`config.mk`:
```
export PLATFORM = sky130hd
export DESIGN_NAME = ifetch
export DESIGN_NICKNAME = d
export VERILOG_FILES = /design/src/rtl/ifetch_pkg.sv /design/src/rtl/ifetch_xlate.sv /design/src/rtl/ifetch.sv
export SDC_FILE = /design/constraint.sdc
export NUM_CORES = 1
export LEC_CHECK = 0
export CAP_MARGIN = 30
export CORE_ASPECT_RATIO = 2
export CORE_MARGIN = 5
export CORE_UTILIZATION = 40
export DETAILED_ROUTE_END_ITERATION = 16
export DONT_BUFFER_PORTS = 1
export HOLD_SLACK_MARGIN = 0.1
export SYNTH_ARGS = -nofsm -noshare
export SYNTH_HDL_FRONTEND = slang
export SYNTH_HIERARCHICAL = 1
export SYNTH_SLANG_ARGS = --single-unit
```
`constraint.sdc`:
```
create_clock -name clk -period 4.8 [get_ports clk]
set_input_delay 0.48 -clock clk [delete_from_list [all_inputs] [get_ports clk]]
set_output_delay 0.48 -clock clk [all_outputs]
set_load 0.03 [all_outputs]
```
`src/rtl/ifetch_pkg.sv`:
```
// Shared constants for the instruction-fetch block: FSM state codes and KSEG segment bits.
// IFS_PREF is only reached when the block is built with IFETCH_PREFETCH_EN.
package ifetch_pkg;

    localparam logic [1:0] IFS_IDLE = 2'd0;
    localparam logic [1:0] IFS_REQ  = 2'd1;
    localparam logic [1:0] IFS_DONE = 2'd2;
    localparam logic [1:0] IFS_PREF = 2'd3;

    localparam logic [2:0] KSEG0_HI = 3'b100;
    localparam logic [2:0] KSEG1_HI = 3'b101;

    // kseg0/kseg1 are unmapped windows onto the low 512 MB; everything else passes through.
    function automatic logic [31:0] kseg_strip(input logic [31:0] vaddr);
        logic [31:0] paddr;
        paddr = vaddr;
        if (vaddr[31:29] == KSEG0_HI || vaddr[31:29] == KSEG1_HI) begin
            paddr = {3'b000, vaddr[28:0]};
        end
        return paddr;
    endfunction

endpackage

```
`src/rtl/ifetch_xlate.sv`:
```
// Combinational virtual-to-physical translation plus word-alignment check.
// Kept standalone so the load/store unit can reuse it.
module ifetch_xlate
    import ifetch_pkg::*;
(
    input  logic [31:0] vaddr,
    output logic [31:0] paddr,
    output logic        adel
);

    always_comb begin
        paddr = kseg_strip(vaddr);
        adel  = (vaddr[1:0] != 2'b00);
    end

endmodule

```
`src/rtl/ifetch.sv`:
```
// Instruction-fetch responder: one-entry line buffer in front of a req/ack bus read.
// Define IFETCH_PREFETCH_EN to add a second entry filled by a speculative next-word read.
module ifetch
    import ifetch_pkg::*;
#(
    parameter logic [7:0]  BUS_TIMEOUT = 8'd255,
    parameter logic [31:0] BOOT_ADDR   = 32'h9fc0_0000
) (
    input  logic        clk,
    input  logic        rest,
    input  logic [31:0] addr,
    input  logic        flush,
    output logic [31:0] inst,
    output logic        inst_valid,
    output logic        stall,
    output logic        adel,
    output logic        ibe,
    output logic [31:0] bad_vaddr,
    output logic        bus_req,
    output logic [31:0] bus_addr,
    input  logic        bus_ack,
    input  logic [31:0] bus_rdata,
    input  logic        bus_err,
    output logic [1:0]  dbg_state
);

    // Bus handshake: bus_req rises with a stable bus_addr and stays high until the
    // cycle bus_ack=1; that single cycle both accepts the request and returns
    // bus_rdata/bus_err. There is no separate response phase.

    logic [1:0]  state;
    logic [31:0] phys;
    logic        adel_x;

    logic        buf0_valid;
    logic [29:0] buf0_tag;
    logic [31:0] buf0_data;

    logic [31:0] req_vaddr;
    logic        req_q;
    logic [31:0] bus_addr_q;
    logic [7:0]  cnt;
    logic [7:0]  cnt_inc;
    logic        discard;
    logic        ibe_q;

    logic        hit0;
    logic        hit;
    logic [31:0] hit_data;
    logic        miss;
    logic        timeout;

    ifetch_xlate u_xlate (
        .vaddr (addr),
        .paddr (phys),
        .adel  (adel_x)
    );

`ifdef IFETCH_PREFETCH_EN
    logic        buf1_valid;
    logic [29:0] buf1_tag;
    logic [31:0] buf1_data;
    logic        hit1;
    logic [31:0] pf_vaddr;
    logic [31:0] pf_paddr;
    logic        pf_adel;

    assign pf_vaddr = req_vaddr + 32'd4;

    ifetch_xlate u_xlate_pf (
        .vaddr (pf_vaddr),
        .paddr (pf_paddr),
        .adel  (pf_adel)
    );
`endif

    // A flush in the same cycle must already hide the buffer contents.
    always_comb begin
        hit0 = buf0_valid && (buf0_tag == addr[31:2]) && !adel_x && !flush;
`ifdef IFETCH_PREFETCH_EN
        hit1     = buf1_valid && (buf1_tag == addr[31:2]) && !adel_x && !flush;
        hit      = hit0 || hit1;
        hit_data = hit0 ? buf0_data : buf1_data;
`else
        hit      = hit0;
        hit_data = buf0_data;
`endif
        miss    = !adel_x && !flush && !hit;
        cnt_inc = cnt + 8'd1;
        // cnt_inc is the number of bus cycles spent waiting, including this one.
        timeout = !bus_ack && (cnt_inc == BUS_TIMEOUT);
    end

    always_comb begin
        inst_valid = hit && !rest;
        inst       = inst_valid ? hit_data : 32'd0;
        stall      = 1'b0;
        if (!rest) begin
            if (state == IFS_REQ) begin
                stall = 1'b1;
            end else begin
                stall = miss;
            end
        end
        adel      = adel_x;
        bad_vaddr = adel_x ? addr : req_vaddr;
        // Reset silences the bus at once rather than on the following edge.
        bus_req   = req_q && !rest;
        bus_addr  = rest ? 32'd0 : bus_addr_q;
        ibe       = ibe_q && !rest;
        dbg_state = state;
    end

    always_ff @(posedge clk) begin
        if (rest) begin
            state      <= IFS_IDLE;
            buf0_valid <= 1'b0;
            buf0_tag   <= BOOT_ADDR[31:2];
            buf0_data  <= 32'd0;
            req_vaddr  <= 32'd0;
            req_q      <= 1'b0;
            bus_addr_q <= 32'd0;
            cnt        <= 8'd0;
            discard    <= 1'b0;
            ibe_q      <= 1'b0;
`ifdef IFETCH_PREFETCH_EN
            buf1_valid <= 1'b0;
            buf1_tag   <= BOOT_ADDR[31:2];
            buf1_data  <= 32'd0;
`endif
        end else begin
            ibe_q <= 1'b0;
            case (state)
                IFS_IDLE: begin
                    if (miss) begin
                        state      <= IFS_REQ;
                        req_vaddr  <= addr;
                        bus_addr_q <= phys;
                        req_q      <= 1'b1;
                        cnt        <= 8'd0;
                        discard    <= 1'b0;
                    end
                end
                IFS_REQ: begin
                    cnt <= cnt_inc;
                    if (flush) begin
                        discard <= 1'b1;
                    end
                    if (bus_ack || timeout) begin
                        req_q <= 1'b0;
                        if (discard || flush) begin
                            state <= IFS_IDLE;
                        end else if (bus_ack && !bus_err) begin
                            buf0_valid <= 1'b1;
                            buf0_tag   <= req_vaddr[31:2];
                            buf0_data  <= bus_rdata;
                            state      <= IFS_DONE;
                        end else begin
                            ibe_q <= 1'b1;
                            state <= IFS_IDLE;
                        end
                    end
                end
                IFS_DONE: begin
`ifdef IFETCH_PREFETCH_EN
                    if (!flush && !pf_adel) begin
                        state      <= IFS_PREF;
                        req_vaddr  <= pf_vaddr;
                        bus_addr_q <= pf_paddr;
                        req_q      <= 1'b1;
                        cnt        <= 8'd0;
                        discard    <= 1'b0;
                    end else begin
                        state <= IFS_IDLE;
                    end
`else
                    state <= IFS_IDLE;
`endif
                end
`ifdef IFETCH_PREFETCH_EN
                // Speculative read: failures leave entry 1 invalid and never trap.
                IFS_PREF: begin
                    cnt <= cnt_inc;
                    if (flush) begin
                        discard <= 1'b1;
                    end
                    if (bus_ack || timeout) begin
                        req_q <= 1'b0;
                        state <= IFS_IDLE;
                        if (bus_ack && !bus_err && !discard && !flush) begin
                            buf1_valid <= 1'b1;
                            buf1_tag   <= req_vaddr[31:2];
                            buf1_data  <= bus_rdata;
                        end
                    end
                end
`endif
                default: begin
                    state <= IFS_IDLE;
                end
            endcase
            if (flush) begin
                buf0_valid <= 1'b0;
`ifdef IFETCH_PREFETCH_EN
                buf1_valid <= 1'b0;
`endif
            end
        end
    end

endmodule

```
==> Yosys cells after proc, flatten, opt, wreduce, memory -nomap -nowiden <==
Cells that the tools add are included.
{ "totals": {"reg_bits": 140, "input_bits": 69, "output_inout_bits": 103, "elab_cells": 72} }
{ "op_classes": {"n_addsub": 1, "n_eq_ne": 8, "muxes": 20, "n_bitwise": 3, "n_reduce_logical": 30} }
{ "ops": {"columns": ["operator", "n"], "rows": [
  ["2-to-1 mux 32 bit", 4],
  ["== test 30 bit", 1],
  ["one-hot mux 8 bit (2 select lines)", 1],
  ["logical AND 1 bit", 10],
  ["adder 8 x 1 -> 8 bit (second input constant)", 1],
  ["== test 8 bit (second input constant)", 1],
  ["2-to-1 mux 2 bit", 4],
  ["2-to-1 mux 8 bit", 1],
  ["2-to-1 mux 1 bit", 7],
  ["== test 3 bit (second input constant)", 2],
  ["zero test 1 bit", 6],
  ["AND reduction 2 bit", 3],
  ["AND reduction 3 bit", 2],
  ["!= test 2 bit (second input constant)", 2],
  ["one-hot mux 1 bit (2 select lines)", 2],
  ["one-hot mux 2 bit (2 select lines)", 1],
  ["AND reduction 4 bit", 1],
  ["nonzero test 2 bit", 2],
  ["OR reduction 4 bit", 1],
  ["logical OR 1 bit", 3],
  ["inverter 1 bit", 3],
  ["== test 2 x 1 -> 1 bit (second input constant)", 1],
  ["zero test 2 bit", 1],
  ["!= test 2 x 1 -> 1 bit (second input constant)", 1],
  ["OR reduction 2 bit", 1]
]} }

==> Depth between registers and ports, before layout <==
Gate-level depths: netlist (run 1).
{ "depth": {"depth_word": 8, "depth_mapped": 9, "ltp_nobuf": 6} }

==> Hierarchy <==
Netlist (run 1), hierarchy kept.
{ "by_module_without_submodules": {"columns": ["module", "instances", "cells_each", "area_each_um2", "seq_area_each_um2"], "rows": [
  ["ifetch", 1, 775, 6821.5, 2802.7],
  ["ifetch_xlate", 1, 34, 246.5, 0.0]
]} }

==> Worst setup path after synthesis (run 1) <==
Ideal clock, no wire load.
{ "synth_path": {"kind": "input -> output", "from": "input addr[1]", "to": "output inst[22]", "arrival_ns": 2.824, "required_time_ns": 4.320, "path_slack_ns": 1.496, "stages": 8, "path_buffers": 2, "cell_sequence": "or2_1 buf_6 or4_4 nor3_2 nand3_1 nor2_1 clkbuf_1 and2_1"} }
{ "synth_between": {"elab_chain_cells": 6} }
{ "synth_rtl": {"columns": ["item", "line", "rtl"], "rows": [
  ["start: declaration", "ifetch.sv:11", "input logic [31:0] addr,"],
  ["nonzero test 2 bit", "ifetch_xlate.sv:13", "adel = (vaddr[1:0] != 2'b00);"],
  ["zero test 1 bit", "ifetch.sv:79", "hit0 = buf0_valid && (buf0_tag == addr[31:2]) && !adel_x && !flush;"],
  ["logical AND 1 bit (2 in a row)", "ifetch.sv:79", null],
  ["logical AND 1 bit", "ifetch.sv:95", "inst_valid = hit && !rest;"],
  ["net inst_valid", "ifetch.sv:14", "output logic inst_valid,"],
  ["2-to-1 mux 32 bit", "ifetch.sv:96", "inst = inst_valid ? hit_data : 32'd0;"],
  ["end: declaration", "ifetch.sv:13", "output logic [31:0] inst,"]
]} }
The timed path passes the listed nets, and every way through them passes these cells.

==> Worst setup path in the final report (run 1) <==
{ "layout_path": {"from": "register buf0_tag[1]", "to": "output inst[23]"} }
{ "layout_between": {"elab_chain_cells": 6} }
{ "layout_rtl": {"columns": ["item", "line", "rtl"], "rows": [
  ["start: declaration", "ifetch.sv:36", "logic [29:0] buf0_tag;"],
  ["start signal: assignment", "ifetch.sv:118", "buf0_tag <= BOOT_ADDR[31:2];"],
  ["start signal: assignment", "ifetch.sv:155", "buf0_tag <= req_vaddr[31:2];"],
  ["== test 30 bit", "ifetch.sv:79", null],
  ["logical AND 1 bit (3 in a row)", "ifetch.sv:79", null],
  ["logical AND 1 bit", "ifetch.sv:95", null],
  ["2-to-1 mux 32 bit", "ifetch.sv:96", null]
]} }
No other way between the ends.

==> impl_metrics.toml, run 1 <==
[timing]
hold_viol = 0
timing.slew.headroom_pct = 35.2
tightest_slew_ps = 971
setup_viol = 0
fin_crit_ps = 3800
skew_ps = 12.9
drv_slew = 0
rsz0062_at_grt = "no"
max_freq_mhz = 263
finalSetupTns_ps = 0
timing.hold.ws_ps = 142
finalCritPeriodShare_pct = 79.1

[clocking]
cts_resized = 0
post_cts_buffers = 0
clkLatencyLatePin_ps = 420
ctsHoldBuffers = 0
clockBufferDepth = 2
cts_buffers = 17
clock_sinks = 140
root_buffer = "clkbuf_16"
htreeDepth = 4
cts_tree = "yes"
path_clk_slew_ps = 50

[floorplanning]
die_w_um = 104
core_sq_um = 17400
io_pins = 172
start_util_pct = 40.7
dieHeight_um = 198
die-area_sq_um = 20600
num_rows = 68

[logic_synthesis]
ys_ff_latch = 140
ys.flop_type = "dfxtp_1"
syn-num-nets = 880
synth-async-reset-ratio_pct = 0
synthesis.area_sq_um = 7070
yosysUniqueCellTypes = 46
synth_edf_count = 0
yosysWarningCount = 6
syn_inst = 809
postSynthAreaPerCell_sq_um = 8.74
ys_seq_area_share_pct = 39.7

[layout]
n_antenna_cell = 0
fin_nets = 815
n_fill_cell = 1764
finalNonFillerCells = 967
syn2layout_area_growth_pct = 7.72
final_common_cell = "dfxtp_1"
drive_above_1_share_pct = 16.2
final_cell_mix = "dfxtp_1 (140), nand2_1 (136), nor2b_1 (67)"

[worst_setup_path]
cp_max_fo = 33
crit_start = "buf0_tag[1]"
critPathMaxStageDelay_ps = 770
path_cells = "xnor2_1 -> nand4_1 -> nor4_1 -> nand3_1 -> nor2_2 -> and2_1"
cp.required_ps = 4320
crit_type = "reg -> out"
r2r-start = "dbg_state[0]"
startpoint_type = "flip-flop"
endpoint_kind = "output port"
slowest_stage = "nor2_2"
crit_arrival_ps = 3320

[place]
dp_cells = 935
globalplace.congestion = 0.737
portBuffers = 0
dp_hpwl_um = 12000

[drt]
vias_per_cell = 5.34
final_antenna_net_count = 0
drt_iter0_markers = 256
drt_first_pass_iters = 4
num_vias = 5163
drc = 0
drt_wl_total_um = 18200
wl_per_cell_um = 18.8

[global_route]
grt_usage_pct = 17.5
grt_use_met2_pct = 31.1
antenna_found_initial = 0
grt_max_degree = 209
gr-total-overflow = 0
met3_usage_pct = 5.51
grt_pass1_wl_um = 28800
grt-busiest-layer = "met2"
grt_pass1_vias = 5247
grtUsageMet1_pct = 18.6

[power_and_ir_drop]
power.density_nw_per_um2 = 386
p_total_mw = 2.94
ir_worst_vdd_mv = 0.231
p_leak_nw = 2.66

[hold_path]
worstHoldStart = "flush"
hold_path.class = "in -> reg"

[flow_run]
cap_violations = 0

[outcome]
status = "complete, no violations"
-- power by group --
part	switching [mW]	internal (mW)	total [mW]
sequential	0.0132	1.18	1.20
clock	0.515	1.03	1.54
combinational	0.119	0.0772	0.196
total	0.647	2.29	2.94
-- cells in the mapped netlist, types with 3 or more instances --
cell | n | share of area [%]
nor2_1 | 11 | 0.58
a21o_1 | 3 | 0.32
nand3b_1 | 8 | 0.85
a22oi_1 | 5 | 0.53
buf_1 | 3 | 0.16
mux2_2 | 38 | 6.1
clkbuf_1 | 54 | 2.9
nand2_1 | 136 | 7.2
buf_6 | 5 | 0.80
nor2b_1 | 67 | 5.9
xnor2_1 | 29 | 3.6
nor3_1 | 6 | 0.42
or3b_2 | 7 | 0.87
and2_1 | 32 | 2.8
nand3_1 | 5 | 0.35
o21ai_0 | 34 | 2.4
nand4b_1 | 32 | 4.0
nand4_1 | 7 | 0.62
mux2_4 | 27 | 5.7
buf_4 | 29 | 3.1
a21oi_1 | 66 | 4.7
dfxtp_1 | 140 | 40
nand2b_1 | 34 | 3.0
inv_1 | 3 | 0.16
-- path summary, 6_finish.rpt --
| check | end | cells after the start | slack (ps) |
|---|---|---|---|
| min reg2reg | buf0_data[14] | 2 | 450 |
| max reg2reg | buf0_tag[29] | 6 | 1680 |
| min | buf0_valid | 1 | 140 |
| max | inst[23] | 6 | 1000 |
-- flip-flops by register name (all words and copies together), names as in the netlist --
register / flops
ibe_q: 1
discard: 1
bus_addr_q: 32
cnt: 8
req_q: 1
buf0_valid: 1
dbg_state: 2
req_vaddr: 32
buf0_data: 32
buf0_tag: 30
-- final cells by class --
type                       count  area [sq um]  share of cell area, %
clock inverter                11           211                   2.78
timing repair buffer           9          67.6                  0.887
sequential                   140          2800                   36.8
tap                          210           263                   3.45
clock buffer                  21           480                   6.31
inverter                       3          11.3                  0.148
multi-input combinational    573          3780                   49.6
-- stage by stage --
step	setup WS (ps)	instance area [sq um]	util, %
after floorplan	1500	7070	-
after global placement	1250	6920	39.9
after detailed placement	1170	6920	39.9
after CTS	847	7610	43.9
after global routing	534	7610	43.9
final	1000	7610	43.9
-- critical path: cells and delay by family, from the launching register on --
family | cells | cell delay [ps]
simple gates | 5 | 2240
flops | 1 | 310
xor+xnor | 1 | 330
-- metal layers --
metal / up-vias / share of wire, %
li1: 2548 / -
met1: 2435 / 38
met2: 151 / 53
met3: 29 / 5.6
met4: 0 / 3.2
met5: - / 0
-- cell families after synthesis --
kind of cell	Yosys count	share of synthesized area, %
flops	140	39.7
mux	66	11.9
compound gates	115	8.76
simple gates	359	28.3
buf+inv	96	7.20
xor+xnor	31	3.84
fa+ha+maj	2	0.354
No activity file was read; power rests on OpenSTA's default activity.
==> run 2: changes to the inputs <==
clock period = 3.35 ns   (was 4.8 ns; I/O delays follow)
==> impl_metrics.toml, run 2 (same netlist as run 1, synthesis figures left out) <==
[outcome]
status = "complete, no violations"

[layout]
fin_nets = 887
syn2layout_area_growth_pct = 17.4
final_common_cell = "dfxtp_1"
final_util_pct = 47.8
reg.largest.list = "buf0_data x32, bus_addr_q x32, req_vaddr x32"
drive_above_1_share_pct = 15.0
final_cell_mix = "dfxtp_1 (140), nand2_1 (136), dlygate4sd3_1 (69)"
multiInputGateArea_sq_um = 3780
n_antenna_cell = 0
n_fill_cell = 1693
layout.area.seq_sq_um = 2800

[timing]
tightest_slew_ps = 953
skew_ps = 9.80
fin_ws_ps = 215
drv_slew = 0
timing.slew.headroom_pct = 36.5
setup_viol = 0
max_freq_mhz = 319
hold_viol = 0
finalSetupTns_ps = 0
fin_crit_ps = 3140
rsz0062_at_grt = "no"
finalCritPeriodShare_pct = 93.6

[clocking]
htreeDepth = 4
clockBufferDepth = 2
post_cts_buffers = 0
path_clk_slew_ps = 60
root_buffer = "clkbuf_16"
clock_sinks = 140
cts_tree = "yes"
clkLatencyLatePin_ps = 420
cts_buffers = 17

[floorplanning]
start_util_pct = 40.7
dieHeight_um = 198
num_rows = 68
io_pins = 172
die_w_um = 104
core_sq_um = 17400
die-area_sq_um = 20600

[worst_setup_path]
cp_max_fo = 33
endpoint_kind = "output port"
crit_arrival_ps = 2800
cp.required_ps = 3010
startpoint_type = "flip-flop"
crit_type = "reg -> out"

[drt]
drc = 0
final_antenna_net_count = 0
num_vias = 5477
vias_per_cell = 5.28
drt_wl_total_um = 19500
drt_iter0_markers = 231
wl_per_cell_um = 18.8
drt_first_pass_iters = 5

[global_route]
grt_max_degree = 129
grt_pass1_wl_um = 30400
grt_usage_pct = 18.4
grt_pass1_vias = 5447
gr-total-overflow = 0
antenna_found_initial = 0

[place]
globalplace.congestion = 0.755
post-place-ws_ps = 277
dp_hpwl_um = 11900
portBuffers = 0

[power_and_ir_drop]
power.density_nw_per_um2 = 499
ir_worst_vdd_mv = 0.309
p_total_mw = 4.14
p_sw_share_pct = 22.8
internal-power_mw = 3.20
power.switching_mw = 0.945
p_leak_nw = 2.93
seq_power_share_pct = 41.4
p_clk_share_pct = 49.6
comb_power_share_pct = 9.0

[hold_path]
hold_path.class = "in -> reg"

[flow_run]
cap_violations = 0
run 2: changes by cell type in the layout (fill, tap and decap cells not counted):
| cell | previous run | this run |
|---|---|---|
| nor4_1 | 2 | 1 |
| buf_4 | 9 | 11 |
| clkbuf_8 | 4 | 1 |
| dlygate4sd3_1 | 0 | 69 |
| clkinvlp_4 | 1 | 4 |
| nor4_2 | 1 | 2 |
| clkbuf_1 | 0 | 1 |
| clkinv_2 | 3 | 1 |
| bufinv_16 | 6 | 5 |
| buf_16 | 0 | 1 |
run 2: cell type report:
cell class              instances  share of cell area (%)
multi-input cells             573                    45.6
flip-flops and latches        140                    33.8
repair buffers                 81                    9.65
clock buffers                  19                    5.34
well taps                     210                    3.17
clock inverters                11                    2.34
inverters                       3                   0.136
run 2: routing by layer:
layer / global-route usage [%] / share of wire [%] / up-vias
met4: 7.11 / 2.0 / 0
li1: - / - / 2692
met1: 20.8 / 39 / 2592
met5: 0 / 0 / -
met3: 4.50 / 5.2 / 22
met2: 33.2 / 54 / 171
run 2: metrics by stage:
stage | hold slack [ps] | cell area [sq um] | std cells
after floorplan | 414 | 7070 | 809
after global placement | 417 | 6940 | 937
after detailed placement | 423 | 6940 | 937
after CTS | 100 | 8300 | 1037
after global routing | 117 | 8300 | 1037
final | 136 | 8300 | 1037
run 2: what timing repair did:
item / CTS / global route
endpoints found under the hold margin: 108 / 0
gates resized for setup: 1 / 0
hold buffers: 70 / 0
setup endpoints to repair: 33 / 0
run 2: worst max-delay path: stages, from the launching register on:
cell     delay, ps
dfxtp_1        320
xnor2_1        310
nand4_1        170
nor4_2         570
nand3_1        180
nor2_2         110
buf_4          320
and2_1         390
run 2: power groups by stage:
stage	logic, mW	clock network (mW)	registers, mW
2_1_floorplan	0.298	0	1.74
3_3_place_gp	0.287	0	1.75
6_report	0.374	2.05	1.71
3_5_place_dp	0.288	0	1.75
4_1_cts	0.380	2.10	1.71
5_1_grt	0.397	2.17	1.72
run 2: worst paths after layout:
kind	slack [ps]	cells past startpoint	start	to
setup / recovery	210	7	buf0_tag[5]	inst[28]
hold / removal	140	3	bus_err	ibe_q
setup reg to reg	780	7	buf0_tag[5]	cnt[6]
hold reg to reg	450	2	buf0_data[22]	buf0_data[22]
